## src/rtl/sys_defs.sv

```systemverilog
// rtl/sys_defs.sv - shared types and constants for the retire stage
//   XLEN, PRF_SIZE, PRF_IDX_W : datapath widths
//   ROB_PACKET                : one ROB entry as presented at the ROB head
//   RETIRE_PACKET             : one committed slot (valid, adest, t_new, t_old)
//   RETIRE_STATE              : retire FSM states
package sys_defs;

    localparam int XLEN      = 32;
    localparam int PRF_SIZE  = 64;
    localparam int PRF_IDX_W = $clog2(PRF_SIZE);

    typedef struct packed {
        logic                 valid;
        logic [XLEN-1:0]      pc;
        logic [4:0]           adest;
        logic [PRF_IDX_W-1:0] t_new;
        logic [PRF_IDX_W-1:0] t_old;
        logic                 is_branch;
        logic                 predict_take_branch;
        logic                 ex_take_branch;
        logic [XLEN-1:0]      predict_target_pc;
        logic [XLEN-1:0]      ex_target_pc;
        logic                 rd_mem_violation;
        logic                 halt;
        logic                 illegal;
    } ROB_PACKET;

    typedef struct packed {
        logic                 valid;
        logic [4:0]           adest;
        logic [PRF_IDX_W-1:0] t_new;
        logic [PRF_IDX_W-1:0] t_old;
    } RETIRE_PACKET;

    typedef enum logic [1:0] {
        RS_RUN,
        RS_FLUSH,
        RS_DRAIN,
        RS_HALTED
    } RETIRE_STATE;

endpackage

```

## src/rtl/br_resolve_check.sv

```systemverilog
// rtl/br_resolve_check.sv - combinational mispredict detect and redirect PC for one ROB entry
//   in  : is_branch, predict/ex take flags, pc, predict/ex target PCs
//   out : mispred, recover_pc (ex target when taken, else pc+4 truncated to XLEN)
module br_resolve_check
    import sys_defs::*;
(
    input  logic            is_branch,
    input  logic            predict_take_branch,
    input  logic            ex_take_branch,
    input  logic [XLEN-1:0] pc,
    input  logic [XLEN-1:0] predict_target_pc,
    input  logic [XLEN-1:0] ex_target_pc,
    output logic            mispred,
    output logic [XLEN-1:0] recover_pc
);

    // Target mismatch only matters when the branch was actually taken.
    assign mispred = is_branch &&
                     ((ex_take_branch != predict_take_branch) ||
                      (ex_take_branch && (ex_target_pc != predict_target_pc)));

    assign recover_pc = ex_take_branch ? ex_target_pc : pc + XLEN'(4);

endmodule

```

## src/rtl/retire_stage.sv

```systemverilog
// rtl/retire_stage.sv - in-order 2-wide commit stage with flush/drain and halt handling
//   clock, reset (sync active-high)
//   rob_packet_in[1:0], head_retire_rdy, head_p1_retire_rdy : ROB head and head+1
//   retire_valid, free_preg, arch_wr_adest, arch_wr_preg     : registered commit outputs
//   flush, recover_pc                                        : one-cycle squash and redirect
//   halt, illegal_err                                        : sticky stop flags
//   retired_cnt                                              : committed instruction count
//   RETIRE_STATS_EN : when defined adds branch_cnt and mispred_cnt outputs
module retire_stage
    import sys_defs::*;
#(
    parameter int DRAIN_CYCLES = 2,
    parameter int CNT_WIDTH    = 64
) (
    input  logic                      clock,
    input  logic                      reset,
    input  ROB_PACKET [1:0]           rob_packet_in,
    input  logic                      head_retire_rdy,
    input  logic                      head_p1_retire_rdy,
    output logic [1:0]                retire_valid,
    output logic [1:0][PRF_IDX_W-1:0] free_preg,
    output logic [1:0][4:0]           arch_wr_adest,
    output logic [1:0][PRF_IDX_W-1:0] arch_wr_preg,
    output logic                      flush,
    output logic [XLEN-1:0]           recover_pc,
    output logic                      halt,
    output logic                      illegal_err,
`ifdef RETIRE_STATS_EN
    output logic [CNT_WIDTH-1:0]      branch_cnt,
    output logic [CNT_WIDTH-1:0]      mispred_cnt,
`endif
    output logic [CNT_WIDTH-1:0]      retired_cnt
);

    localparam int DW = (DRAIN_CYCLES > 1) ? $clog2(DRAIN_CYCLES) : 1;

    RETIRE_STATE     state, next_state;
    logic [DW-1:0]   drain_cnt, next_drain_cnt;

    logic [1:0]      mispred;
    logic [1:0][XLEN-1:0] br_pc;

    RETIRE_PACKET [1:0] commit_pkt;
    logic            redirect;
    logic            redirect_mispred;
    logic [XLEN-1:0] redirect_pc;
    logic            go_halt;
    logic            go_illegal;

    for (genvar i = 0; i < 2; i++) begin : g_br
        br_resolve_check u_br (
            .is_branch           (rob_packet_in[i].is_branch),
            .predict_take_branch (rob_packet_in[i].predict_take_branch),
            .ex_take_branch      (rob_packet_in[i].ex_take_branch),
            .pc                  (rob_packet_in[i].pc),
            .predict_target_pc   (rob_packet_in[i].predict_target_pc),
            .ex_target_pc        (rob_packet_in[i].ex_target_pc),
            .mispred             (mispred[i]),
            .recover_pc          (br_pc[i])
        );
    end

    // Walk the two head slots oldest-first; the first redirect or stop ends the walk
    // so nothing younger than it can commit.
    always_comb begin
        commit_pkt       = '0;
        redirect         = 1'b0;
        redirect_mispred = 1'b0;
        redirect_pc      = '0;
        go_halt          = 1'b0;
        go_illegal       = 1'b0;
        if (state == RS_RUN && head_retire_rdy && rob_packet_in[0].valid) begin
            if (rob_packet_in[0].rd_mem_violation) begin
                redirect    = 1'b1;
                redirect_pc = rob_packet_in[0].pc;
            end else begin
                commit_pkt[0] = '{1'b1, rob_packet_in[0].adest, rob_packet_in[0].t_new, rob_packet_in[0].t_old};
                if (rob_packet_in[0].halt || rob_packet_in[0].illegal) begin
                    go_halt    = 1'b1;
                    go_illegal = rob_packet_in[0].illegal;
                end else if (mispred[0]) begin
                    redirect         = 1'b1;
                    redirect_mispred = 1'b1;
                    redirect_pc      = br_pc[0];
                end else if (head_p1_retire_rdy && rob_packet_in[1].valid) begin
                    if (rob_packet_in[1].rd_mem_violation) begin
                        redirect    = 1'b1;
                        redirect_pc = rob_packet_in[1].pc;
                    end else begin
                        commit_pkt[1] = '{1'b1, rob_packet_in[1].adest, rob_packet_in[1].t_new, rob_packet_in[1].t_old};
                        if (rob_packet_in[1].halt || rob_packet_in[1].illegal) begin
                            go_halt    = 1'b1;
                            go_illegal = rob_packet_in[1].illegal;
                        end else if (mispred[1]) begin
                            redirect         = 1'b1;
                            redirect_mispred = 1'b1;
                            redirect_pc      = br_pc[1];
                        end
                    end
                end
            end
        end
    end

    always_comb begin
        next_state     = state;
        next_drain_cnt = drain_cnt;
        case (state)
            RS_RUN: begin
                if (go_halt) begin
                    next_state = RS_HALTED;
                end else if (redirect) begin
                    next_state = RS_FLUSH;
                end
            end
            RS_FLUSH: begin
                next_state     = RS_DRAIN;
                next_drain_cnt = '0;
            end
            RS_DRAIN: begin
                if (drain_cnt == DW'(DRAIN_CYCLES - 1)) begin
                    next_state = RS_RUN;
                end else begin
                    next_drain_cnt = drain_cnt + DW'(1);
                end
            end
            default: next_state = RS_HALTED;
        endcase
    end

    always_ff @(posedge clock) begin
        if (reset) begin
            state     <= RS_RUN;
            drain_cnt <= '0;
        end else begin
            state     <= next_state;
            drain_cnt <= next_drain_cnt;
        end
    end

    always_ff @(posedge clock) begin
        if (reset) begin
            retire_valid  <= '0;
            free_preg     <= '0;
            arch_wr_adest <= '0;
            arch_wr_preg  <= '0;
            flush         <= 1'b0;
            recover_pc    <= '0;
            halt          <= 1'b0;
            illegal_err   <= 1'b0;
            retired_cnt   <= '0;
        end else begin
            for (int i = 0; i < 2; i++) begin
                retire_valid[i]  <= commit_pkt[i].valid;
                free_preg[i]     <= commit_pkt[i].t_old;
                arch_wr_adest[i] <= commit_pkt[i].adest;
                arch_wr_preg[i]  <= commit_pkt[i].t_new;
            end
            flush       <= redirect;
            recover_pc  <= redirect_pc;
            halt        <= halt | go_halt;
            illegal_err <= illegal_err | go_illegal;
            retired_cnt <= retired_cnt + CNT_WIDTH'(commit_pkt[0].valid)
                                       + CNT_WIDTH'(commit_pkt[1].valid);
        end
    end

`ifdef RETIRE_STATS_EN
    always_ff @(posedge clock) begin
        if (reset) begin
            branch_cnt  <= '0;
            mispred_cnt <= '0;
        end else begin
            branch_cnt  <= branch_cnt
                           + CNT_WIDTH'(commit_pkt[0].valid & rob_packet_in[0].is_branch)
                           + CNT_WIDTH'(commit_pkt[1].valid & rob_packet_in[1].is_branch);
            mispred_cnt <= mispred_cnt + CNT_WIDTH'(redirect_mispred);
        end
    end
`endif

endmodule

```

## config.mk

```make
export PLATFORM = sky130hd
export DESIGN_NAME = retire_stage
export DESIGN_NICKNAME = d
export VERILOG_FILES = /design/src/rtl/sys_defs.sv /design/src/rtl/br_resolve_check.sv /design/src/rtl/retire_stage.sv
export SDC_FILE = /design/constraint.sdc
export NUM_CORES = 1
export LEC_CHECK = 0
export ABC_CLOCK_PERIOD_IN_PS = 12600
export CAP_MARGIN = 25
export CORE_AREA = 2 2 147 149
export DETAILED_ROUTE_END_ITERATION = 16
export DIE_AREA = 0 0 149 151
export GPL_TIMING_DRIVEN = 0
export PLACE_DENSITY = 0.87
export SLEW_MARGIN = 10
export SYNTH_ARGS = -nofsm -noshare
export SYNTH_HDL_FRONTEND = slang
export SYNTH_SLANG_ARGS = --single-unit
```

## constraint.sdc

```tcl
create_clock -name clock -period 12.6 [get_ports clock]
set_input_delay 3.15 -clock clock [delete_from_list [all_inputs] [get_ports clock]]
set_output_delay 3.15 -clock clock [all_outputs]
set_load 0.05 [all_outputs]
```

Word level (Yosys, flattened, before mapping)

Cells that the tools add are included.

Muxes and demuxes: 43
Bitwise operators: 4
Add/subtract/negate cells: 5
Equality and inequality tests: 8
Reduce and logical (&&, ||, !) cells: 17

Operators with widths:

| cell                                                                  | count |
|---|---|
| 32-bit 2-to-1 mux                                                     | 9 |
| 64-bit by 1-bit adder with 64-bit output                              | 2 |
| 18-bit 2-to-1 mux                                                     | 4 |
| 36-bit 2-to-1 mux                                                     | 2 |
| 32-bit by 3-bit adder with 32-bit output, second input constant       | 2 |
| 32-bit != test                                                        | 2 |
| 1-bit 2-to-1 mux                                                      | 23 |
| 1-bit logical AND                                                     | 7 |
| 7-bit OR reduction                                                    | 1 |
| 2-bit 2-to-1 mux                                                      | 3 |
| 2-bit case mux with 3 select lines                                    | 1 |
| 1-bit logical OR                                                      | 4 |
| 3-bit != test, second input constant                                  | 1 |
| 3-bit OR reduction                                                    | 1 |
| 2-bit by 1-bit equality test with 1-bit output, second input constant | 1 |
| 2-bit equality test, second input constant                            | 1 |
| 2-bit logical NOT                                                     | 1 |
| 1-bit != test                                                         | 2 |
| 2-bit != test, second input constant                                  | 1 |
| 1-bit NOT                                                             | 2 |
| 1-bit bitwise OR                                                      | 2 |
| 1-bit case mux with 2 select lines                                    | 1 |
| 2-bit AND reduction                                                   | 1 |
| 2-bit nonzero test                                                    | 1 |
| 2 further kinds                                                       | 2 |

Output and inout bits: 135
Register bits after elaboration: 138
Input port bits: 244

Depth between registers and ports, before layout

Gate-level depths: netlist of the first run.

Depth in word-level cells: 15
Gate-level depth with buffers: 17
Mapped depth without buffers: 15

Hierarchy

A second synthesis of the first run with hierarchy kept.

Cell total of the unflattened synthesis: 1095
Area total of the unflattened synthesis: 8624.5 um^2

Modules (own cells, without submodules):

| module           | cells an instance | sequential area each (um^2) | instances | area an instance (um^2) |
|---|---|---|---|---|
| retire_stage     | 699               | 2762.6                      | 1         | 6099.6 |
| br_resolve_check | 198               | 0.0                         | 2         | 1262.5 |

Least setup slack after synthesis of the first run

Ideal clock, no wire load.

Kind: input to register
Start: input rob_packet_in[66] (netlist bit)
End: register retired_cnt[60]
Cell stages on the path: 16
Required time: 12530 ps
Buffers on the path: 1
Path slack: 5704 ps
Data arrival time: 6825 ps
Cell sequence: xor2_1 nor4_1 nand4_1 o31ai_2 nand4_1 fa_1 inv_1 ha_1 and3_1 nand3_2 nor4_4 nand3_2 or3_4 buf_6 or3_1 a21oi_1

Longest elaborated chain between the ends: 9

Ends and longest elaborated chain:

| item                                     | RTL line               | source |
|---|---|---|
| start, declared                          | retire_stage.sv:17     | `input ROB_PACKET [1:0] rob_packet_in,` |
| 32-bit != test                           | br_resolve_check.sv:20 | `(ex_take_branch && (ex_target_pc != predict_target_pc)));` |
| 1-bit logical AND                        | br_resolve_check.sv:20 |  |
| 1-bit logical OR                         | br_resolve_check.sv:19 | `((ex_take_branch != predict_take_branch) \|\|` |
| 1-bit logical AND                        | br_resolve_check.sv:18 | `assign mispred = is_branch &&` |
| 18-bit 2-to-1 mux                        | retire_stage.sv:81     | `end else if (mispred[0]) begin` |
| 18-bit 2-to-1 mux                        | retire_stage.sv:78     | `if (rob_packet_in[0].halt \|\| rob_packet_in[0].illegal) begin` |
| 36-bit 2-to-1 mux                        | retire_stage.sv:73     | `if (rob_packet_in[0].rd_mem_violation) begin` |
| 36-bit 2-to-1 mux                        | retire_stage.sv:72     | `if (state == RS_RUN && head_retire_rdy && rob_packet_in[0].valid) begin` |
| 64-bit by 1-bit adder with 64-bit output | retire_stage.sv:164    | `+ CNT_WIDTH'(commit_pkt[1].valid);` |
| end signal, assigned                     | retire_stage.sv:163    | `retired_cnt <= retired_cnt + CNT_WIDTH'(commit_pkt[0].valid)` |
| end, declared                            | retire_stage.sv:32     | `output logic [CNT_WIDTH-1:0] retired_cnt` |

Every way passes these cells.
A chain may end at the register's enable or synchronous reset.

Worst setup path after layout of the first run

Start: input rob_packet_in[18] (netlist bit)
End: register retired_cnt[58]

Same word-level chain as after synthesis.

==> metrics.txt, run 1 <==
core box area 20800 um^2; post-synthesis instance total 1068; share of layout cells above drive strength 1 0.0421; Critical R2R Launch state[0]; initial antenna violation count 4; Crit path arrival time 8.48 ns; Worst Hold Class register to register; peak supply drop 96.6 uV; post-CTS resize count 0; EDFF count, synth 0; total number of vias 9986; Clock Latency Late Sink 0.43 ns; WL final 36.6 mm; chip height 151 um; Psw 376 uW; fin nets 1712; vias in the first global route 9749; Worst Setup Path Type input pin to register; Site Rows 53; worst-margin pin slew 0.922 ns; Post-synth top flop dfxtp_1; post-CTS setup buffer count 0; IO buf count 374; CTS Buf Count 17; Reg clk slew, reported paths 0.07 ns; final setup vio count 0; area grow syn2layout 55.9%; Async S/R FF share, synth 0; Power Density 93.8 nW/um^2; # clock sinks 138; fin crit period 8.12 ns; Yosys top cell area share 0.328; Clk pwr share 0.419; DR WL/cell 20.9 um; Layout Cells excl Fill 1751; sequential group share of total power 0.366; outcome finished clean; synthesized flop and latch total 138; R2R Setup Slk 8.40 ns; Max Clk Rate 123 MHz; FF-to-FF End retired_cnt[58]; top cells by count, synth dfxtp_1, nand2_1, nor2_1, xor2_1, o21ai_0; Max-Cap Viols 0; Post-Layout Inst Area 13100 um^2; Top Ports 379; CP startpoint rob_packet_in[18]; period utilization 0.645; Worst setup EP type register; CTS Hold Bufs 0; Comb power frac 0.215; Total Routing Usage GR 0.320; CTS tree yes; Post-DP HPWL 29.8 mm; FILL cells 1837; dpl cells 1717; FF-to-FF path depth 16; GRT overflow 0; Starting Density 0.404; Util after Layout 0.630; cell with the most instances after synthesis dfxtp_1; leak pwr 4.50 nW; DRC viols 0; final hold violation count 0; Max Clock Skew 0.0110 ns; first-pass GRT wire length 54.8 mm; Worst Setup Start Kind input pin; die area 22500 um^2; Setup TNS 0 ns; synth unique cells 61; RSZ-0062 raised after global routing false; Crit Path Max Fanout 10; CP required 12.96 ns; Mapped Nets 1319; synth warn 0; Post-Syn Area 8410 um^2; Int Pwr 855 uW; sw frac 0.305; largest net degree at the start of global routing 17; initial DRC count 795; root buf cell clkbuf_16; DP Area 12500 um^2; Final ANT Viol Nets 0; crit path to retired_cnt[58]; area leader, netlist dfxtp_1; register area share after synthesis 0.328; RD Place Congestion 1.01; Final Max Tran Viols 0; drt pass-1 iters 6; H-tree depth 4; Worst slew margin 0.377; dominant cells by area after synthesis dfxtp_1, xor2_1, xnor2_1, nand2_1, nor2_1; CTS Buffer Depth 2; vias per inst 5.70; Avg Inst Size Synth 7.88 um^2; die outline width 149 um
cell families (layout without fill, tap and decap cells):
| logic type | count (synthesis) | count (layout) | synth area share |
|---|---|---|---|
| other | 0 | 2 | 0 |
| AOI/OAI and AO/OA | 217 | 217 | 0.169 |
| DFF | 138 | 138 | 0.328 |
| and+or+nand+nor | 470 | 470 | 0.295 |
| adders and majority gates | 7 | 7 | 0.0113 |
| xor gates and xnor gates | 138 | 138 | 0.144 |
| muxes | 7 | 7 | 0.00878 |
| buffers and inverters | 91 | 497 | 0.0433 |
sequential cells by signal, indices dropped and copies added (netlist names), 2 cells and up:
signal         count
retired_cnt       64
recover_pc        32
arch_wr_preg      12
free_preg         12
arch_wr_adest     10
retire_valid       2
state              2
critical path: stages:
cell             delay (ns)
clkdlybuf4s50_1        0.54
xor2_1                 0.20
nor4_1                 0.62
nand2_1                0.18
o31ai_2                0.62
nand4_1                0.29
fa_1                   0.46
inv_1                  0.07
ha_1                   0.18
and3_1                 0.23
nand3_2                0.18
nor4_4                 0.56
nand3_2                0.19
or3_4                  0.39
buf_6                  0.15
or3_1                  0.30
a21oi_1                0.16
power by group through the flow:
stage / clock network, mW / logic (mW) / registers, mW
3_3_place_gp: 0 / 0.256 / 0.460
4_1_cts: 0.520 / 0.260 / 0.451
3_5_place_dp: 0 / 0.259 / 0.461
5_1_grt: 0.538 / 0.281 / 0.451
2_1_floorplan: 0 / 0.0915 / 0.485
6_report: 0.515 / 0.265 / 0.451
routing by layer:
| layer | track usage | vias to the layer above | part of all wire |
|---|---|---|---|
| li1 | - | 4656 | - |
| met3 | 0.0828 | 91 | 0.10 |
| met5 | 0 | - | 0 |
| met4 | 0.159 | 0 | 0.048 |
| met2 | 0.563 | 582 | 0.49 |
| met1 | 0.359 | 4657 | 0.36 |
metrics by stage:
step	hold WS, ns	power, mW	setup WS [ns]
floorplan	0.455	0.576	5.70
global placement	0.464	0.717	4.31
detailed placement	0.471	0.719	4.20
CTS	0.486	1.23	4.59
global route	0.513	1.27	4.25
finish	0.483	1.23	4.48
final cells by class:
| cell class | count | area, um^2 | share of cell area |
|---|---|---|---|
| timing repair buffer | 374 | 3740 | 0.285 |
| clock inverter | 15 | 178 | 0.0135 |
| multi-input combinational | 839 | 5290 | 0.403 |
| antenna | 2 | 5.00 | 0.000382 |
| inverter | 34 | 128 | 0.00973 |
| clock buffer | 17 | 425 | 0.0324 |
| tap | 275 | 344 | 0.0262 |
| buffer | 57 | 236 | 0.0180 |
| sequential | 138 | 2760 | 0.211 |
worst min path at each step:
| stage | from | end | slack (ns) | cells past startpoint |
|---|---|---|---|---|
| floorplan | drain_cnt | drain_cnt | 0.45 | 2 |
| global placement | halt | halt | 0.46 | 1 |
| detailed placement | halt | halt | 0.47 | 1 |
| CTS | halt | halt | 0.49 | 1 |
| global route | halt | halt | 0.51 | 1 |
| finish | halt | halt | 0.48 | 1 |
cell usage in the layout (no fill, tap or decap), types with 4 or more instances in the layout:
master / n
nand2b_1: 4
inv_1: 33
nand3_1: 53
nand4_1: 28
clkbuf_16: 17
nor4_1: 38
xor2_1: 86
o211ai_1: 10
a32oi_1: 7
o31ai_1: 9
inv_8: 5
and4_1: 12
a22oi_1: 40
o22ai_1: 9
and2_1: 41
nand2_1: 94
clkbuf_1: 46
o21ai_0: 59
a21oi_1: 40
xnor2_1: 52
dfxtp_1: 138
a31oi_1: 5
o41ai_1: 22
or3_1: 21
nor2b_1: 11
and3_1: 13
mux2i_1: 4
ha_1: 6
nor2_1: 93
buf_2: 6
clkdlybuf4s50_1: 374
nor3_1: 39
Power figures use the tool's default switching activity.
==> inputs of run 2 (changes only) <==
ABC_CLOCK_PERIOD_IN_PS = 7200   (was 12600)
CORE_AREA = not set   (was 2 2 147 149)
CORE_ASPECT_RATIO = 1.1   (was not set)
CORE_MARGIN = 2   (was not set)
CORE_UTILIZATION = 39   (was not set)
DIE_AREA = not set   (was 0 0 149 151)
PLACE_DENSITY = 0.88   (was 0.87)
clock period = 7.2 ns   (was 12.6 ns; I/O delays follow)
==> metrics.txt, run 2 (synthesis gave the netlist of run 1 again) <==
DP Worst Slack 0.276 ns; die outline width 144 um; Top Registers retired_cnt (64), recover_pc (32); IO buf count 374; # clock sinks 138; Total Routing Usage GR 0.306; Worst Setup Path Type input pin to register; peak supply drop 144 uV; FILL cells 1848; Final Max Tran Viols 0; RD Place Congestion 1.01; drt pass-1 iters 8; CTS Hold Bufs 0; initial DRC count 936; CTS tree yes; Power Density 163 nW/um^2; CP Buf/Inv Count 3; period utilization 0.918; Post-Layout Inst Area 13100 um^2; Max Clock Skew 0.0138 ns; root buf cell clkbuf_16; Worst slew margin 0.285; largest net degree at the start of global routing 17; Critical R2R Launch state[0]; RSZ-0062 raised after global routing false; chip height 158 um; DRT met1 WL 13.4 mm; area grow syn2layout 55.8%; post-CTS setup buffer count 0; commonest non-fill, non-tap cell in the layout clkdlybuf4s50_1; delay-heaviest family, CP simple AND/OR/NAND/NOR gates; GRT overflow 0; CP required 7.55 ns; vias in the first global route 9629; WL final 35.8 mm; fin crit period 6.61 ns; Worst setup EP type register; R2R Setup Slk 2.86 ns; FF-to-FF End retired_cnt[58]; Slowest Stage Delay on Critical Path 0.57 ns; Worst Setup Start Kind input pin; Post-DP HPWL 29.1 mm; max reg flops 64; hold slack 0.496 ns; vias per inst 5.65; first-pass GRT wire length 53.1 mm; met2 routed wirelength 17.5 mm; DP Area 12500 um^2; die area 22800 um^2; Setup TNS 0 ns; Top Layer Used met4; PnR worst setup slack 0.591 ns; Crit Path Max Fanout 10; CTS Buf Count 17; share of layout cells above drive strength 1 0.0414; DR WL/cell 20.3 um; CP cell instances clkdlybuf4s50_1 -> xor2_1 -> nor4_1 -> nand3_1 -> o31ai_2 -> nand4_1 -> fa_1 -> inv_1 -> ha_1 -> and3_1 -> nand3_2 -> nor4_4 -> nand3_2 -> or3_4 -> buf_6 -> or3_1 -> a21oi_1; Hold Crit Start drain_cnt; outcome finished clean; Largest Register retired_cnt; leak pwr 4.50 nW; fin nets 1712; final hold violation count 0; Max Clk Rate 151 MHz; Final ANT Viol Nets 0; Reg clk slew, reported paths 0.07 ns; most frequent cell on the critical path nand3_2; core box area 21200 um^2; FF-to-FF path depth 16; Hold Crit Depth 2; Max-Cap Viols 0; Clock Latency Late Sink 0.42 ns; most frequent cells in the layout clkdlybuf4s50_1, dfxtp_1, nand2_1; Util after Layout 0.617; post-CTS resize count 0; DRC viols 0; CP max-delay cell nor4_4; CTS Buffer Depth 2; total number of vias 9972; Worst Hold Class register to register; Site Rows 56; H-tree depth 4; Hold Crit Endpoint drain_cnt; metal3 WL 2.96 mm; Top Ports 379; worst-margin pin slew 1.05 ns; initial antenna violation count 1; final setup vio count 0; Crit path arrival time 6.96 ns; Starting Density 0.396
==> run 2: cell types whose count changed in the layout (fill, tap and decap cells not counted) <==
cell       previous run  this run
bufinv_16             1         2
inv_6                 3         4
clkinv_2              0         3
inv_8                 5         0
clkbuf_8              0         1
clkinv_8              2         0
diode_2               2         1
==> run 2: final cells by class <==
type                    instances  area [um^2]  share of cell area
diodes                          1         2.50            0.000191
repair buffers                374         3740               0.286
inverters                      34          128             0.00974
clock buffers                  18          439              0.0335
plain buffers                  57          236              0.0180
flip-flops and latches        138         2760               0.211
well taps                     290          363              0.0277
multi-input cells             839         5290               0.404
clock inverters                13          143              0.0109
==> run 2: metrics by stage <==
step	power [mW]	std cells
final	2.13	1764
after global routing	2.21	1763
after CTS	2.14	1763
after detailed placement	1.26	1732
after global placement	1.25	1732
after floorplan	1.01	1068
==> run 2: routing by layer <==
| layer | vias up | global-route usage |
|---|---|---|
| li1 | 4651 | - |
| met1 | 4631 | 0.366 |
| met2 | 583 | 0.525 |
| met3 | 107 | 0.0551 |
| met4 | 0 | 0.155 |
| met5 | - | 0 |
==> run 2: worst register-to-register path, delay by kind of cell, from the launching register on <==
| kind | cells | cell delay [ns] |
|---|---|---|
| DFF | 1 | 0.33 |
| AOI/OAI and AO/OA | 1 | 0.14 |
| buffers and inverters | 3 | 0.32 |
| adders and majority gates | 3 | 0.88 |
| and+or+nand+nor | 9 | 2.63 |
==> run 2: how the worst max path moves through the flow <==
stage                      start         endpoint  cells after the start
2_1_floorplan  rob_packet_in[66]  retired_cnt[60]                     16
3_3_place_gp   rob_packet_in[22]  retired_cnt[58]                     17
3_5_place_dp   rob_packet_in[22]  retired_cnt[60]                     17
4_1_cts        rob_packet_in[22]  retired_cnt[58]                     17
5_1_grt        rob_packet_in[22]  retired_cnt[60]                     17
6_report       rob_packet_in[22]  retired_cnt[58]                     17
==> run 2: report_power, final <==
part           total [mW]  internal, mW  switching, mW
registers           0.791         0.781         0.0100
logic               0.460         0.218          0.242
clock network       0.879         0.521          0.359
total                2.13          1.52          0.611
